File: src/rtl/lc3_ctrl_fsm.sv
// lc3_ctrl_fsm: multi-cycle FETCH/DECODE/EXEC/WB controller for the 16-bit, 8-register core.
// Drives register file selects and write port, and owns the PC and NZP condition codes.
module lc3_ctrl_fsm #(
    parameter logic [15:0] PC_RESET = 16'h3000
) (
    input  logic        clk,
    input  logic        rst,
    input  logic        instr_valid,
    input  logic [15:0] instr_data,
    output logic        instr_ready,
    output logic [15:0] pc,
    input  logic [15:0] SR1_value,
    input  logic [15:0] SR2_value,
    output logic [2:0]  SR1,
    output logic [2:0]  SR2,
    output logic [2:0]  DR,
    output logic        RegWE,
    output logic [15:0] write_value,
    output logic [2:0]  nzp,
    output logic        halted
);

    typedef enum logic [2:0] {StFetch, StDecode, StExec, StWb, StHalt} state_t;

    localparam logic [3:0] OpBr   = 4'b0000;
    localparam logic [3:0] OpAdd  = 4'b0001;
    localparam logic [3:0] OpAnd  = 4'b0101;
    localparam logic [3:0] OpNot  = 4'b1001;
    localparam logic [3:0] OpLea  = 4'b1110;
    localparam logic [3:0] OpTrap = 4'b1111;

    state_t      state_q;
    logic [15:0] ir_q, pc_q, result_q;
    logic [2:0]  nzp_q, sr1_q, sr2_q, dr_q;
    logic        ready_q, regwe_q, halted_q, br_taken_q;

    logic [3:0]  opcode;
    logic [15:0] imm5, off9, operand2, alu_result;
    logic        is_write, sets_cc, br_taken;
    logic [2:0]  nzp_next;

    // Decode of the held instruction and the EXEC-stage datapath.
    always_comb begin
        opcode     = ir_q[15:12];
        imm5       = {{11{ir_q[4]}}, ir_q[4:0]};
        off9       = {{7{ir_q[8]}}, ir_q[8:0]};
        operand2   = ir_q[5] ? imm5 : SR2_value;
        alu_result = 16'h0000;
        is_write   = 1'b0;
        sets_cc    = 1'b0;
        case (opcode)
            OpAdd: begin alu_result = SR1_value + operand2; is_write = 1'b1; sets_cc = 1'b1; end
            OpAnd: begin alu_result = SR1_value & operand2; is_write = 1'b1; sets_cc = 1'b1; end
            OpNot: begin alu_result = ~SR1_value;           is_write = 1'b1; sets_cc = 1'b1; end
            OpLea: begin alu_result = pc_q + off9;          is_write = 1'b1; end
            default: ;
        endcase
        br_taken = (opcode == OpBr) && (|(ir_q[11:9] & nzp_q));
        if (result_q[15])              nzp_next = 3'b100;
        else if (result_q == 16'h0000) nzp_next = 3'b010;
        else                           nzp_next = 3'b001;
    end

    // Controller state machine; every output is a register.
    always_ff @(posedge clk) begin
        if (rst) begin
            state_q    <= StFetch;
            ir_q       <= 16'h0000;
            pc_q       <= PC_RESET;
            result_q   <= 16'h0000;
            nzp_q      <= 3'b010;
            sr1_q      <= 3'd0;
            sr2_q      <= 3'd0;
            dr_q       <= 3'd0;
            ready_q    <= 1'b0;
            regwe_q    <= 1'b0;
            halted_q   <= 1'b0;
            br_taken_q <= 1'b0;
        end else begin
            case (state_q)
                StFetch: begin
                    if (instr_valid && ready_q) begin
                        ir_q    <= instr_data;
                        pc_q    <= pc_q + 16'd1;
                        // Selects load with the word so read data settles before EXEC.
                        sr1_q   <= instr_data[8:6];
                        sr2_q   <= instr_data[2:0];
                        dr_q    <= instr_data[11:9];
                        ready_q <= 1'b0;
                        state_q <= StDecode;
                    end else begin
                        ready_q <= 1'b1;
                    end
                end
                StDecode: state_q <= StExec;
                StExec: begin
                    br_taken_q <= br_taken;
                    regwe_q    <= is_write;
                    if (is_write) result_q <= alu_result;
                    if (opcode == OpTrap) begin
                        halted_q <= 1'b1;
                        state_q  <= StHalt;
                    end else begin
                        state_q  <= StWb;
                    end
                end
                StWb: begin
                    regwe_q    <= 1'b0;
                    br_taken_q <= 1'b0;
                    if (sets_cc) nzp_q <= nzp_next;
                    if (br_taken_q) pc_q <= pc_q + off9;
                    ready_q    <= 1'b1;
                    state_q    <= StFetch;
                end
                StHalt: state_q <= StHalt;
                default: state_q <= StFetch;
            endcase
        end
    end

    // Handshake and write enable are masked by reset in the same cycle.
    assign instr_ready = ready_q & ~rst;
    assign RegWE       = regwe_q & ~rst;
    assign pc          = pc_q;
    assign SR1         = sr1_q;
    assign SR2         = sr2_q;
    assign DR          = dr_q;
    assign write_value = result_q;
    assign nzp         = nzp_q;
    assign halted      = halted_q;

endmodule

File: config.mk
export PLATFORM = sky130hd
export DESIGN_NAME = lc3_ctrl_fsm
export DESIGN_NICKNAME = d
export VERILOG_FILES = /design/src/rtl/lc3_ctrl_fsm.sv
export SDC_FILE = /design/constraint.sdc
export NUM_CORES = 1
export LEC_CHECK = 0
export BUFFER_PORTS_ARGS = -buffer_cell sky130_fd_sc_hd__buf_2
export CAP_MARGIN = 20
export CORE_ASPECT_RATIO = 0.5
export CORE_MARGIN = 4
export CORE_UTILIZATION = 40
export DETAILED_ROUTE_END_ITERATION = 12
export PLACE_DENSITY_LB_ADDON = 0.2
export SLEW_MARGIN = 20
export SYNTH_ARGS = -nofsm -noshare
export SYNTH_HDL_FRONTEND = slang
export SYNTH_SLANG_ARGS = --single-unit
export TNS_END_PERCENT = 10
File: constraint.sdc
create_clock -name clk -period 3.68 [get_ports clk]
set_input_delay 0.736 -clock clk [delete_from_list [all_inputs] [get_ports clk]]
set_output_delay 0.736 -clock clk [all_outputs]
set_load 0.005 [all_outputs]
==> impl_metrics.ini <==
[layout]
nNetsFinal = 782
final_common_cell = buf_2
n_antenna_cell = 0
final_cell_mix = buf_2 (97), nand2_1 (84), a21oi_1 (73)
area_delta_synth_final_pct = 17.0
layout-drive-gt1-share_pct = 19.7
fillerInstances = 1145
final_cells = 845

[route]
drc = 0
ant_nets = 0
via_count = 4819
wl_mm = 14.2
avgRoutedWirePerCell_um = 16.8
viasPerCell = 5.70
dr.pass1.iters = 5
first_iter_violations = 315

[worst_setup_path]
required_ns = 3.93
startpoint = ir_q[5]
worstSetupPathType = reg -> reg
worstPathMaxFanout = 16
worst_ep_arrival_time_ns = 3.22
critical_path.endpoint_type = flop
r2r_slack_ns = 0.71
reg2reg_from = ir_q[5]
cp-start-kind = flop

[synth]
post-synth-top-area-cell = dfxtp_1
ys_seq_elements = 58
synth.area.top_cells = dfxtp_1 (25%), ha_1 (8.8%), a21oi_1 (8.0%), nand2_1 (6.9%), nor2_1 (5.3%)
ys_seq_area_share_pct = 25.4
syn_nets = 707
syn_avg_cell_area_um2 = 7.35
synth_edf_count = 0
synth.top_cell.area_share_pct = 25.4
netlist_instances = 622
synth_flop_cell = dfxtp_1
synth_warnings = 0
netlist_area_um2 = 4570
async_reset_ff_share_pct = 0
synth_cell_types = 62

[floorplan]
row_count = 27
io_pins = 98
die-width_um = 159
coreArea_um2 = 11100
initial_core_util_pct = 41.2
die_area_um2 = 13300
dieHeight_um = 83.6

[timing]
rsz0062_at_grt = false
fin_crit_sh_pct = 80.7
slew_viol_final = 0
finClkSkew_ns = 0.00548
hold_viol = 0
slew_headroom_pct = 34.5
max_clock_freq_mhz = 337
fin_crit_ns = 2.97
worstMarginPinSlew_ns = 0.975
setup_violations = 0
tns_ns = 0
hold-worst-slack_ns = 0.454

[power_and_ir_drop]
powerDensity_nw_per_um2 = 341
leakagePower_nw = 2.29
vdd_drop_max_v = 0.000230

[hold_path]
hold_class = reg -> reg
min-delay-start = regwe_q

[global_route]
overflow = 0
antenna_found_initial = 0
grt_max_degree = 40
grt_use_total_pct = 20.7
grt_pass1_wl_mm = 22.5
grt_pass1_vias = 4246

[cts]
clock_latency_ns = 0.33
numCtsBuffers = 9
hold_buffers = 0
cts_root_buf = clkbuf_16
cts.sinks = 58
ctsResizeCount = 0
cts_tree = done
cts_setup_buffers = 0
h-tree-depth = 3
clk_path_buf_depth = 2
clkSlewWorstSetupHoldPaths_ns = 0.05

[placement]
gp_congestion = 0.889
place_hpwl_mm = 11.0
portBuffers = 97
dp_cells = 831

[run]
max_cap_viol_count = 0

[status]
outcome = complete, no violations
[critical path: stages, from the launching register on]
cell and delay, ns:
dfxtp_1 0.38, buf_4 0.23, mux2_2 0.39, fa_1 0.44, a21o_1 0.20, a221oi_2 0.35
o211ai_1 0.20, a41oi_1 0.27, xnor2_1 0.14, nand2_1 0.06, a211oi_1 0.21
[power breakdown]
part           leakage (nW)  internal, mW  switching [mW]
clock network         0.123         0.466           0.271
logic                  1.70         0.168           0.236
registers             0.469         0.649          0.0314
[state kept, by name, summed over array words and instances (netlist names)]
| signal | cells |
|---|---|
| ir_q | 16 |
| write_value | 16 |
| regwe_q | 1 |
| pc | 16 |
| halted | 1 |
| state_q | 3 |
| br_taken_q | 1 |
| ready_q | 1 |
| nzp | 3 |
[worst paths after layout]
check	end	cells past startpoint
setup / recovery	write_value[12]	10
hold / removal	regwe_q	2
hold reg to reg	regwe_q	2
setup reg to reg	write_value[12]	10
[per-layer routing]
layer / vias to the layer above / track usage (%) / part of all wire, %
li1: 2405 / - / -
met1: 2232 / 31.5 / 51
met4: 0 / 4.33 / 0.92
met5: - / 0 / 0
met3: 9 / 4.09 / 6.9
met2: 173 / 29.8 / 41
[cells in the mapped netlist, drive strengths merged (6+ instances only)]
cell type	n
nand2	84
a21oi	75
nor2	65
dfxtp	58
o21ai	42
ha	32
buf	23
clkbuf	19
inv	19
nor3	17
xnor2	17
nand3	13
a211oi	11
a21o	10
a221oi	9
o211ai	8
and3	7
nand2b	7
nand4	7
o22ai	7
xor2	7
a22oi	6
mux2	6
mux2i	6
nor4	6
[layout make-up]
cell class	instances	area (um^2)	share of cell area, %
well taps	145	181	3.39
repair buffers	106	553	10.3
inverters	19	71.3	1.33
multi-input cells	503	3130	58.5
flip-flops and latches	58	1160	21.7
clock buffers	14	254	4.75
[per-stage QoR]
stage,utilization [%],setup slack [ns],instance area (um^2),power [mW]
after floorplan,-,0.735,4570,0.977
after global placement,46.0,0.471,5090,1.09
after detailed placement,46.0,0.421,5090,1.09
after CTS,48.3,0.708,5350,1.83
after global routing,48.3,0.524,5350,1.91
final,48.3,0.711,5350,1.82
[kinds of logic (layout without fill, tap and decap cells)]
family / count (synthesis) / in the layout / synth area share, %
and+or+nand+nor: 229 / 229 / 22.9
buffers and inverters: 61 / 139 / 6.19
xor gates and xnor gates: 24 / 24 / 4.60
adders and majority gates: 34 / 34 / 9.64
muxes: 12 / 12 / 2.87
AOI/OAI and AO/OA: 204 / 204 / 28.4
DFF: 58 / 58 / 25.4
(Power assumes the default switching activity.)
